==> src/rtl/mem_arbiter.sv <==
// rtl/mem_arbiter.sv - shared memory port sequencer for fetch and data requesters; MEM_ARB_RR_EN selects round-robin tie-break
module mem_arbiter #(
    parameter int TIMEOUT = 16,
    parameter int CNT_W   = 5
) (
    input  logic        clk,
    input  logic        rst,
    input  logic        i_req,
    input  logic [31:0] i_addr,
    output logic        i_ack,
    output logic [31:0] i_rdata,
    input  logic        d_req,
    input  logic        d_we,
    input  logic [3:0]  d_be,
    input  logic [31:0] d_addr,
    input  logic [31:0] d_wdata,
    output logic        d_ack,
    output logic [31:0] d_rdata,
    output logic        m_en,
    output logic        m_we,
    output logic [3:0]  m_be,
    output logic [31:0] m_addr,
    output logic [31:0] m_wdata,
    input  logic        m_rvalid,
    input  logic [31:0] m_rdata,
    output logic        err
);

    typedef enum logic [1:0] {
        IDLE  = 2'd0,
        ISSUE = 2'd1,
        WAIT  = 2'd2,
        DONE  = 2'd3
    } state_t;

    localparam logic [CNT_W-1:0] CNT_LAST = (TIMEOUT == 0) ? '0 : CNT_W'(TIMEOUT - 1);
    localparam logic [CNT_W-1:0] CNT_MAX  = '1;

    state_t            state, state_nx;
    logic              owner_d;     // 1 = data requester owns the transaction
    logic              last_grant;  // 1 = data
    logic              grant_d;
    logic              any_req;
    logic              timeout_hit;
    logic [CNT_W-1:0]  cnt;
    logic              lat_we;
    logic [3:0]        lat_be;
    logic [31:0]       lat_addr;
    logic [31:0]       lat_wdata;
    logic [31:0]       i_rdata_q;
    logic [31:0]       d_rdata_q;
    logic              err_q;

    assign any_req     = i_req | d_req;
    assign timeout_hit = (TIMEOUT != 0) && (cnt == CNT_LAST);

`ifdef MEM_ARB_RR_EN
    assign grant_d = (i_req && d_req) ? ~last_grant :
                     d_req            ? 1'b1 :
                     i_req            ? 1'b0 : last_grant;
`else
    assign grant_d = d_req ? 1'b1 : (i_req ? 1'b0 : last_grant);
`endif

    always_ff @(posedge clk or negedge rst) begin
        if (!rst) begin
            state <= IDLE;
        end else begin
            state <= state_nx;
        end
    end

    always_comb begin
        state_nx = state;
        case (state)
            IDLE:    if (any_req) state_nx = ISSUE;
            ISSUE:   state_nx = WAIT;
            WAIT:    if (m_rvalid || timeout_hit) state_nx = DONE;
            DONE:    state_nx = IDLE;
            default: state_nx = IDLE;
        endcase
    end

    always_ff @(posedge clk or negedge rst) begin
        if (!rst) begin
            owner_d    <= 1'b0;
            last_grant <= 1'b1;
            cnt        <= '0;
            lat_we     <= 1'b0;
            lat_be     <= 4'h0;
            lat_addr   <= 32'h0;
            lat_wdata  <= 32'h0;
            i_rdata_q  <= 32'h0;
            d_rdata_q  <= 32'h0;
            err_q      <= 1'b0;
        end else begin
            case (state)
                IDLE: begin
                    if (any_req) begin
                        owner_d    <= grant_d;
                        last_grant <= grant_d;
                        if (grant_d) begin
                            lat_we    <= d_we;
                            lat_be    <= d_be;
                            lat_addr  <= d_addr;
                            lat_wdata <= d_wdata;
                        end else begin
                            lat_we    <= 1'b0;
                            lat_be    <= 4'b1111;
                            lat_addr  <= i_addr;
                            lat_wdata <= 32'h0;
                        end
                    end
                end
                ISSUE: cnt <= '0;
                WAIT: begin
                    // m_rvalid outranks a watchdog expiry in the same cycle
                    if (m_rvalid) begin
                        if (owner_d) d_rdata_q <= m_rdata;
                        else         i_rdata_q <= m_rdata;
                    end else if (timeout_hit) begin
                        if (owner_d) d_rdata_q <= 32'hDEAD_BEEF;
                        else         i_rdata_q <= 32'hDEAD_BEEF;
                        err_q <= 1'b1;
                    end else if (cnt != CNT_MAX) begin
                        cnt <= cnt + 1'b1;
                    end
                end
                default: ;
            endcase
        end
    end

    assign m_en    = (state == ISSUE);
    assign i_ack   = (state == DONE) && !owner_d;
    assign d_ack   = (state == DONE) &&  owner_d;
    assign m_we    = lat_we;
    assign m_be    = lat_be;
    assign m_addr  = lat_addr;
    assign m_wdata = lat_wdata;
    assign i_rdata = i_rdata_q;
    assign d_rdata = d_rdata_q;
    assign err     = err_q;

endmodule

==> config.mk <==
export PLATFORM = sky130hd
export DESIGN_NAME = mem_arbiter
export DESIGN_NICKNAME = d
export VERILOG_FILES = /design/src/rtl/mem_arbiter.sv
export SDC_FILE = /design/constraint.sdc
export NUM_CORES = 1
export LEC_CHECK = 0
export CAP_MARGIN = 20
export CORE_MARGIN = 2
export CORE_UTILIZATION = 44
export CTS_BUF_LIST = sky130_fd_sc_hd__clkbuf_16
export DETAILED_ROUTE_END_ITERATION = 8
export MAX_ROUTING_LAYER = met4
export PLACE_DENSITY = 0.82
export SLEW_MARGIN = 20
export SYNTH_ARGS = -nofsm -noshare
export SYNTH_HDL_FRONTEND = slang
export SYNTH_SLANG_ARGS = --single-unit
==> constraint.sdc <==
create_clock -name clk -period 5.6 [get_ports clk]
set_clock_uncertainty 0.15 [all_clocks]
set_input_delay 1.68 -clock clk [delete_from_list [all_inputs] [get_ports clk]]
set_output_delay 1.68 -clock clk [all_outputs]
set_load 0.05 [all_outputs]
---- Word level (Yosys, flattened, before mapping) ----
Index checks and enable logic that the tools add are counted.
word-level totals
  bits in registers ....................... 143
  output and inout port bits .............. 137
cells by class
  add/sub/neg operators ................... 1
  eq/ne operators ......................... 10
  muxes and demuxes ....................... 21
  bitwise gates (word level) .............. 3
  reductions and logical operators ........ 13
operators with widths
  cell                   count
  $mux W32               10
  $mux W5                3
  $ne A2 B2 Y1 const B   5
  $pmux W5 S2            1
  $reduce_and A3 Y1      3
  $pmux W2 S4            1
  $add A5 B1 Y5 const B  1
  $eq A5 B4 Y1 const B   1
  $ne A5 B5 Y1 const B   1
  $eq A2 B2 Y1 const B   2
  $mux W2                2
  $mux W4                1
  $reduce_and A2 Y1      2
  $reduce_and A4 Y1      1
  $reduce_bool A2 Y1     2
  $mux W1                3
  $eq A2 B1 Y1 const B   1
  $logic_and A1 B1 Y1    2
  $logic_not A2 Y1       1
  $not A1 Y1             2
  $logic_not A1 Y1       1
  $logic_or A1 B1 Y1     1
  $or A1 B1 Y1           1

---- Logic depth before layout (Yosys ltp) ----
Gate-level depths: netlist of run 1.
  depth in word-level cells ............... 5
  gate-level depth with buffers ........... 7
  depth with buffers taken out ............ 6

---- Worst setup path before layout of run 1 ----
OpenSTA, ideal clock, no wires.
  kind .................................... reg2out
  start ................................... register state[0]
  end ..................................... output i_ack
  data arrival time ....................... 1237 ps
  data required time ...................... 3770 ps
  path slack .............................. 2533 ps
  cell stages (with the launch flop) ...... 3
  buffers on the path ..................... 0
  path through ............................ dfrtp_1 -> ha_1 -> nor2b_1
on the way
  word-level cells in the longest chain between the ends .. 2
ends and longest elaborated chain
  item                    RTL line  source
  start, declared         39        state_t state, state_nx;
  start signal, assigned  69        state <= state_nx;
  $eq A2 B2 Y1            135       assign i_ack = (state == DONE) && !owner_d;
  $logic_and A1 B1 Y1     135
  end, declared           10        output logic i_ack,
No other way between the ends.

---- Final worst setup path of run 1 ----
Ends and elaborated chain as after synthesis.

==> results of run 1 <==
[critical path, delay by kind of cell, from the launching register on]
family	cells	cell delay [ns]
simple gates	1	0.14
fa+ha+maj	1	0.21
buf+inv	1	0.83
flops	1	0.41
[layout make-up]
| class | count | area (um2) | area share (%) |
|---|---|---|---|
| clock inverter | 15 | 196 | 2.10 |
| sequential | 142 | 3550 | 38.0 |
| clock buffer | 17 | 425 | 4.54 |
| inverter | 6 | 22.5 | 0.241 |
| tap | 176 | 220 | 2.35 |
| timing repair buffer | 281 | 2800 | 29.9 |
| multi-input combinational | 238 | 2150 | 22.9 |
[power by group through the flow]
| stage | Clock (uW) | Combinational, uW | Sequential [uW] |
|---|---|---|---|
| after floorplan | 0 | 789 | 3380 |
| after global placement | 0 | 3620 | 1790 |
| after detailed placement | 0 | 3690 | 1800 |
| after CTS | 1190 | 3690 | 1800 |
| after global routing | 1240 | 3800 | 1860 |
| final | 1170 | 3660 | 1800 |
[layout by cell type, fill, tap and decap left out, drive strengths merged, types with 8 or more instances in the layout]
cell type	instances
a22o	97
and2	10
buf	8
clkbuf	17
clkdlybuf4s50	273
dfrtp	142
ha	8
inv	10
mux2	65
nand2b	22
[stage by stage]
| stage | utilization, % | cells | cell area (um2) | hold WS (ns) | power (uW) |
|---|---|---|---|---|---|
| 4_1_cts | 71.5 | 875 | 9350 | 0.339 | 6680 |
| 2_1_floorplan | - | 419 | 5830 | 0.319 | 4170 |
| 6_report | 71.5 | 875 | 9360 | 0.337 | 6630 |
| 3_5_place_dp | 66.7 | 843 | 8730 | 0.321 | 5490 |
| 3_3_place_gp | 66.7 | 843 | 8730 | 0.303 | 5410 |
| 5_1_grt | 71.5 | 875 | 9360 | 0.360 | 6910 |
[kinds of logic after synthesis]
logic type	count (synthesis)
flip-flops	142
AO/OA/AOI/OAI	114
multiplexers	65
AND/OR/NAND/NOR	51
buffers and inverters	39
adder cells (fa/ha/maj)	8
[per-layer routing]
metal / GRT usage (%) / up-vias
met5: - / -
met4: 9.38 / 0
met3: 6.08 / 33
met2: 38.9 / 215
met1: 28.0 / 2227
li1: - / 2082
[registers in the layout, summed over array words and instances (netlist names)]
| name | flops |
|---|---|
| err | 1 |
| m_we | 1 |
| m_wdata | 32 |
| owner_d | 1 |
| m_be | 4 |
| d_rdata | 32 |
| state | 2 |
| i_rdata | 32 |
| cnt | 5 |
| m_addr | 32 |
[worst paths after layout]
path	startpoint	endpoint	slack [ns]	cells past startpoint
setup / recovery	state[0]	i_ack	1.77	3
hold / removal	err	err	0.34	1
setup reg to reg	cnt[0]	i_rdata[31]	2.94	7
hold reg to reg	err	err	0.34	1
max in group asynchronous	rst	m_addr[22]	3.03	2
min in group asynchronous	rst	d_rdata[4]	1.25	1
==> qor.yml, run 1 <==
detailed_routing:
  finalWirelength_um: 15900
  drt_first_pass_iters: 4
  route.met3.wl_um: 1070
  dr_wl_met2_um: 7970
  drcViolationCount: 0
  wl_per_cell_um: 18.1
  drt-initial-drc-count: 185
  topRoutingLayerUsed: "met4"
  ant_nets: 0
  wl_met1_um: 6410
  vias: 4557
  vias_per_cell: 5.21
layout:
  n_antenna_cell: 0
  nets: 832
  layout-drive-gt1-share_pct: 15.3
  fillerInstances: 889
  area_growth_pct: 60.4
place:
  dp_hpwl_um: 11500
  gp_congestion: 0.777
  portBuffers: 274
  dp_slack_ns: 1.57
synth:
  synth-seq-cells: 142
  yosysMostFrequentCell: "dfrtp_1"
  synth-edff-count: 0
  synth_top_area_share_pct: 60.9
  syn_inst: 419
  synth_compound_area_share_pct: 16.6
  yosys_warnings: 0
  yosys-top-cells-count: "dfrtp_1 (142), a22o_1 (97), mux2_2 (65)"
  synthMuxAreaShare_pct: 12.5
  synth_top_cells_by_area: "dfrtp_1 (61%), a22o_1 (15%), mux2_2 (13%), nand2b_1 (2.4%), ha_1 (1.7%)"
  syn-num-nets: 565
  synthDistinctLibCells: 29
  avgSynthCellArea_um2: 13.9
  synth_top_cell_by_area: "dfrtp_1"
  synth_top_family_by_area: "compound AO/OA/AOI/OAI gates"
  yosysSeqAreaShare_pct: 60.9
  synthFlopType: "dfrtp_1"
  synth_async_sr_flop_share_pct: 100
  synth_xor_area_share_pct: 0
  syn_area_um2: 5830
  synth_fa_ha_area_share_pct: 1.72
  synthSimpleGateAreaFrac_pct: 5.43
grt:
  grt_pass1_vias: 4800
  gr-total-overflow: 0
  antenna_found_initial: 0
  grt_max_degree: 112
  grtUsageTotal_pct: 23.6
  grt_pass1_wl_um: 25400
timing:
  finalHoldViolations: 0
  setup_tns_ns: 0
  max_clock_freq_mhz: 261
  min_period_over_period_pct: 68.3
  slew_viol_final: 0
  rsz0062_at_grt: "no"
  setup_ws_ns: 1.77
  worst_slew_pin_slew_ns: 0.968
  slew_headroom_pct: 35.5
  min_period_ns: 3.83
  setup_viol: 0
pwr:
  vdd_drop_max_mv: 0.369
  pwr-share-seq_pct: 27.2
  p_comb_share_pct: 55.2
  p_leak_uw: 0.00393
  power-per-cell-area_nw_per_um2: 708
  p_clk_share_pct: 17.6
  swShare_pct: 45.7
  p_int_uw: 3600
  p_sw_uw: 3030
clocking:
  cts_buffer_depth: 2
  path_clk_slew_ns: 0.06
  cts_sinks: 142
  cts_hold_buffers: 0
  clock_latency_ns: 0.40
  cts_setup_buffers: 0
  root_buffer: "clkbuf_16"
  cts_tree: "yes"
  htree_levels: 4
  cts_buffers: 17
  cts_resized: 0
worst_setup_path:
  worstSetupPathType: "flop to primary output"
  cp.arrival_ns: 2.00
  worstPathRequired_ns: 3.77
  critPathLaunchType: "flop"
  path_cells: "ha_1 -> nor2b_1 -> clkdlybuf4s50_1"
  max_stage_delay_ns: 0.83
  end_kind: "primary output"
  crit_path_top_delay_cell: "clkdlybuf4s50_1"
  path_max_fanout: 4
die:
  die-area_um2: 14200
  dieWidth_um: 119
  dieHeight_um: 119
  initial_core_util_pct: 44.6
  coreArea_um2: 13100
  ios: 275
  rows: 42
status:
  status: "completed"
job:
  max_cap_violations: 0
hold_path:
  min_path_type: "flop to flop"
(Power assumes the default switching activity.)
==> run 2: changes to the inputs <==
--- a/config.mk
+++ b/config.mk
@@ -7,11 +7,11 @@
 export LEC_CHECK = 0
 export CAP_MARGIN = 20
 export CORE_MARGIN = 2
-export CORE_UTILIZATION = 44
+export CORE_UTILIZATION = 41
 export CTS_BUF_LIST = sky130_fd_sc_hd__clkbuf_16
 export DETAILED_ROUTE_END_ITERATION = 8
 export MAX_ROUTING_LAYER = met4
-export PLACE_DENSITY = 0.82
+export PLACE_DENSITY = 0.77
 export SLEW_MARGIN = 20
 export SYNTH_ARGS = -nofsm -noshare
 export SYNTH_HDL_FRONTEND = slang
==> constraint.sdc (replaced) <==
create_clock -name clk -period 3.6 [get_ports clk]
set_clock_uncertainty 0.15 [all_clocks]
set_input_delay 1.08 -clock clk [delete_from_list [all_inputs] [get_ports clk]]
set_output_delay 1.08 -clock clk [all_outputs]
set_load 0.05 [all_outputs]
==> run 2 against run 1 <==
Cell area barely moved. Sequential share of layout area barely moved. Cell count rose by 0.57%. Critical path depth did not move. Via count rose by 1.9%. Total power rose by 55%. Combinational power rose by 57%. Non-clock buffer count rose by 3. Sequential power rose by 56%. Register-to-register slack got worse by 1.8 ns. Critical endpoint unchanged. Largest cell class unchanged.
==> qor.yml, run 2 (same netlist as run 1, synthesis figures left out) <==
status:
  status: "completed"  # unchanged
pwr:
  pwr-share-seq_pct: 27.3  # was 27.2%
  p_clk_share_pct: 17.0  # was 17.6%
  vdd_drop_max_mv: 0.487  # was 0.369 mV
  swShare_pct: 45.8  # was 45.7%
  power-per-cell-area_nw_per_um2: 1100  # was 708 nW/um2
  p_int_uw: 5580  # was 3600 uW
  p_sw_uw: 4720  # was 3030 uW
  p_comb_share_pct: 55.7  # was 55.2%
  p_leak_uw: 0.00396  # was 0.00393 uW
timing:
  max_clock_freq_mhz: 311
  min_period_over_period_pct: 89.4
  setup_tns_ns: 0  # unchanged
  min_period_ns: 3.22
  worst_slew_pin_slew_ns: 0.739  # was 0.968 ns
  slew_viol_final: 0  # unchanged
  setup_viol: 0  # unchanged
  rsz0062_at_grt: "no"  # unchanged
  finalHoldViolations: 0  # unchanged
  slew_headroom_pct: 50.6  # was 35.5%
  fin_hold_ws_ns: 0.328  # was 0.337 ns
die:
  rows: 43  # was 42
  dieHeight_um: 123  # was 119 um
  die-area_um2: 15200  # was 14200 um2
  ios: 275  # unchanged
  coreArea_um2: 13900  # was 13100 um2
  dieWidth_um: 123  # was 119 um
  initial_core_util_pct: 42.0  # was 44.6%
grt:
  grtUsageTotal_pct: 22.7  # was 23.6%
  grt_pass1_wl_um: 25100  # was 25400 um
  grt_pass1_vias: 4744  # was 4800
  gr-total-overflow: 0  # unchanged
  antenna_found_initial: 0  # unchanged
  grt_max_degree: 74  # was 112
place:
  portBuffers: 274  # unchanged
  place_inst: 850  # was 843
  gp_congestion: 0.794  # was 0.777
  dp_hpwl_um: 12300  # was 11500 um
worst_setup_path:
  worstPathRequired_ns: 2.37  # was 3.77 ns
  rr_worst_depth: 6  # was 7
  critPathLaunchType: "flop"  # unchanged
  crit_start: "state[0]"  # unchanged
  worstReg2RegStart: "cnt[0]"  # unchanged
  rrSetupSlack_ns: 1.14  # was 2.94 ns
  max_stage_delay_ns: 0.83  # about the same
  path_cells: "ha_1 -> nor2b_1 -> clkdlybuf4s50_1"  # unchanged
  path_max_fanout: 4  # unchanged
  end_kind: "primary output"  # unchanged
  crit-reg2reg-capture: "cnt[3]"  # was i_rdata[31]
  cp.arrival_ns: 1.99  # was 2.00 ns
  worstSetupPathType: "flop to primary output"  # unchanged
  crit_path_top_delay_cell: "clkdlybuf4s50_1"  # unchanged
layout:
  finalCoreUtilization_pct: 67.5  # was 71.5%
  n_antenna_cell: 0  # unchanged
  fin_cells: 880  # was 875
  nets: 835  # was 832
  final_common_cell: "clkdlybuf4s50_1"  # unchanged
  fillerInstances: 1015  # was 889
  layout-drive-gt1-share_pct: 15.1  # was 15.3%
  area_growth_pct: 60.5  # was 60.4%
  most-common-layout-cells: "clkdlybuf4s50_1 (273), dfrtp_1 (142), a22o_1 (97), mux2_2 (65), nand2b_1 (22)"  # unchanged
job:
  max_cap_violations: 0  # unchanged
hold_path:
  min_from: "err"  # unchanged
  min_path_cells: 1  # unchanged
  min_path_type: "flop to flop"  # unchanged
  whs_endpoint: "err"  # unchanged
detailed_routing:
  route.met3.wl_um: 1470  # was 1070 um
  vias_per_cell: 5.28  # was 5.21
  dr_wl_met2_um: 8720  # was 7970 um
  drt_first_pass_iters: 4  # unchanged
  ant_nets: 0  # unchanged
  finalWirelength_um: 16900  # was 15900 um
  topRoutingLayerUsed: "met4"  # unchanged
  wl_per_cell_um: 19.2  # was 18.1 um
  wl_met1_um: 6380  # was 6410 um
  drcViolationCount: 0  # unchanged
  drt-initial-drc-count: 254  # was 185
  vias: 4643  # was 4557
clocking:
  htree_levels: 4  # unchanged
  cts_setup_buffers: 0  # unchanged
  root_buffer: "clkbuf_16"  # unchanged
  clock_latency_ns: 0.41  # was 0.40 ns
  cts_resized: 0  # unchanged
  cts_buffer_depth: 2  # unchanged
  cts_sinks: 142  # unchanged
  cts_tree: "yes"  # unchanged
  cts_buffers: 17  # unchanged
  path_clk_slew_ns: 0.06  # about the same
  cts_hold_buffers: 0  # unchanged
-- run 2: changes by cell type in the layout (fill, tap and decap cells not counted), sizes merged --
cell	before	now
clkinvlp	4	0
buf	8	11
clkinv	3	5
-- run 2: metrics by stage --
step,setup WS (ns),cell area [um2],power (uW)
after floorplan,1.13,5830,6480
after global placement,0.296,8770,8480
after detailed placement,0.331,8780,8590
after CTS,0.340,9360,10400
after global routing,0.264,9360,10700
final,0.382,9360,10300
-- run 2: worst max-delay path by stage --
stage / endpoint / slack [ns]
after floorplan: i_ack / 1.13
after global placement: m_addr[22] / 0.30
after detailed placement: m_wdata[18] / 0.33
after CTS: i_ack / 0.34
after global routing: i_ack / 0.26
final: i_ack / 0.38
-- run 2: final cells by class --
class / count / area (um2) / share of cell area [%]
timing repair buffer: 284 / 2830 / 30.2
tap: 180 / 225 / 2.41
inverter: 6 / 22.5 / 0.241
sequential: 142 / 3550 / 38.0
clock buffer: 17 / 425 / 4.54
multi-input combinational: 238 / 2150 / 22.9
clock inverter: 13 / 159 / 1.70
-- run 2: critical path, delay by kind of cell, from the launching register on --
family	cells	cell delay, ns
DFF	1	0.40
adders and majority gates	1	0.20
and+or+nand+nor	1	0.15
buffers and inverters	1	0.83
-- run 2: per-layer routing --
metal	GRT usage, %	vias up
li1	-	2085
met1	25.4	2337
met2	37.9	204
met3	7.52	17
met4	8.59	0
met5	-	-
-- run 2: power groups by stage --
stage	clock network, uW	logic [uW]	registers, uW
final	1750	5740	2810
after detailed placement	0	5770	2810
after CTS	1800	5780	2810
after global placement	0	5690	2790
after global routing	1870	5970	2890
after floorplan	0	1230	5260
==> run 3: changes to the inputs <==
--- a/config.mk
+++ b/config.mk
@@ -6,7 +6,6 @@
 export NUM_CORES = 1
 export LEC_CHECK = 0
 export CAP_MARGIN = 20
-export CORE_MARGIN = 2
 export CORE_UTILIZATION = 41
 export CTS_BUF_LIST = sky130_fd_sc_hd__clkbuf_16
 export DETAILED_ROUTE_END_ITERATION = 8
==> run 3 against run 2 <==
Worst setup slack gained 0.035 ns. Register-to-register slack got worse by 0.04 ns. Global-route usage rose by 1.0 points. Sequential share of layout area is 0.31 points lower. Cell count is 0.34% higher. First-iteration DRC count fell by 28%. Utilization increased by 0.55 points. Cell area increased by 0.82%. Combinational power about the same. Hold slack better by 0.0082 ns. Largest cell class unchanged.
==> qor.yml, run 3 (same netlist as run 1, synthesis figures left out) <==
layout:
  n_antenna_cell: 0  # unchanged
  most-common-layout-cells: "clkdlybuf4s50_1 (273), dfrtp_1 (142), a22o_1 (97), mux2_2 (65), nand2b_1 (22)"  # unchanged
  final_common_cell: "clkdlybuf4s50_1"  # unchanged
  nets: 836  # was 835
  layout-drive-gt1-share_pct: 15.6  # was 15.1%
  finalCoreUtilization_pct: 68.0  # was 67.5%
  area_growth_pct: 61.8  # was 60.5%
die:
  rows: 43  # unchanged
  dieHeight_um: 121  # was 123 um
  initial_core_util_pct: 42.0  # unchanged
  die-area_um2: 14700  # was 15200 um2
  coreArea_um2: 13900  # unchanged
  dieWidth_um: 121  # was 123 um
  ios: 275  # unchanged
pwr:
  vdd_drop_max_mv: 0.571  # was 0.487 mV
  p_leak_uw: 0.00399  # was 0.00396 uW
  total_power_uw: 10500  # was 10300 uW
  power-per-cell-area_nw_per_um2: 1110  # was 1100 nW/um2
clocking:
  cts_setup_buffers: 0  # unchanged
  htree_levels: 4  # unchanged
  cts_hold_buffers: 0  # unchanged
  cts_buffers: 17  # unchanged
  cts_sinks: 142  # unchanged
  cts_buffer_depth: 2  # unchanged
  clock_latency_ns: 0.41  # about the same
  cts_resized: 0  # unchanged
  path_clk_slew_ns: 0.06  # about the same
  cts_tree: "yes"  # unchanged
  root_buffer: "clkbuf_16"  # unchanged
place:
  dp_hpwl_um: 12000  # was 12300 um
  portBuffers: 274  # unchanged
  gp_congestion: 0.806  # was 0.794
job:
  max_cap_violations: 0  # unchanged
grt:
  antenna_found_initial: 0  # unchanged
  grt_pass1_wl_um: 25400  # was 25100 um
  gr-total-overflow: 0  # unchanged
  grt_max_degree: 66  # was 74
  grtUsageTotal_pct: 23.8  # was 22.7%
  grt_pass1_vias: 4857  # was 4744
timing:
  max_clock_freq_mhz: 314  # was 311 MHz
  setup_viol: 0  # unchanged
  worst_slew_pin_slew_ns: 0.743  # was 0.739 ns
  slew_headroom_pct: 50.4  # was 50.6%
  min_period_over_period_pct: 88.4  # was 89.4%
  rsz0062_at_grt: "no"  # unchanged
  min_period_ns: 3.18  # was 3.22 ns
  setup_tns_ns: 0  # unchanged
  slew_viol_final: 0  # unchanged
  finalHoldViolations: 0  # unchanged
worst_setup_path:
  worstPathRequired_ns: 2.37  # about the same
  crit_path_top_delay_cell: "clkdlybuf4s50_1"  # unchanged
  end_kind: "primary output"  # unchanged
  cp.arrival_ns: 1.95  # was 1.99 ns
  path_cells: "ha_1 -> nor2b_1 -> clkdlybuf4s50_1"  # unchanged
  path_max_fanout: 4  # unchanged
  worstSetupPathType: "flop to primary output"  # unchanged
  max_stage_delay_ns: 0.84  # was 0.83 ns
  critPathLaunchType: "flop"  # unchanged
detailed_routing:
  drt_first_pass_iters: 4  # unchanged
  ant_nets: 0  # unchanged
  vias_per_cell: 5.23  # was 5.28
  finalWirelength_um: 16700  # was 16900 um
  wl_per_cell_um: 18.9  # was 19.2 um
  drt-initial-drc-count: 182  # was 254
  drcViolationCount: 0  # unchanged
  vias: 4617  # was 4643
status:
  status: "completed"  # unchanged
hold_path:
  min_path_type: "flop to flop"  # unchanged
-- run 3: cell count changes in the layout (fill, tap and decap cells not counted) --
| cell | delta |
|---|---|
| bufinv_16 | +2 |
| buf_4 | +1 |
| clkinv_2 | -1 |
| clkinv_4 | +2 |
| inv_1 | -1 |
-- run 3: stage by stage --
| step | instance area (um2) | hold slack, ns | setup WS [ns] | instances |
|---|---|---|---|---|
| 3_3_place_gp | 8780 | 0.311 | 0.334 | 851 |
| 6_report | 9440 | 0.336 | 0.417 | 883 |
| 3_5_place_dp | 8780 | 0.323 | 0.282 | 851 |
| 5_1_grt | 9440 | 0.353 | 0.326 | 883 |
| 4_1_cts | 9440 | 0.336 | 0.381 | 883 |
| 2_1_floorplan | 5830 | 0.319 | 1.13 | 419 |
-- run 3: metal layers --
layer | vias up | share of wire [%] | GRT usage (%)
met5 | - | 0 | -
met2 | 208 | 50 | 39.4
met1 | 2286 | 40 | 26.8
met4 | 0 | 2.5 | 9.95
met3 | 29 | 7.4 | 6.86
li1 | 2094 | - | -
-- run 3: critical path, delay by kind of cell, from the launching register on --
family,cells,cell delay [ns]
adders and majority gates,1,0.18
buffers and inverters,1,0.84
DFF,1,0.40
and+or+nand+nor,1,0.12
-- run 3: worst paths after layout --
kind	start	endpoint	slack [ns]	depth (start not counted)
max in group asynchronous	rst	m_addr[8]	1.99	2
hold / removal	err	err	0.34	1
setup reg to reg	cnt[0]	cnt[3]	1.10	6
setup / recovery	state[0]	i_ack	0.42	3
hold reg to reg	err	err	0.34	1
min in group asynchronous	rst	i_rdata[10]	0.50	1
-- run 3: final cells by class --
cell class | count | area, um2
repair buffers | 285 | 2840
clock buffers | 17 | 425
inverters | 6 | 22.5
flip-flops and latches | 142 | 3550
well taps | 180 | 225
multi-input cells | 238 | 2150
fillers | 990 | 4440
clock inverters | 15 | 228
-- run 3: where the power goes --
part           switching, uW  internal [uW]
Clock                    639           1290
Sequential               447           2350
Combinational           3630           2100
Total                   4720           5740
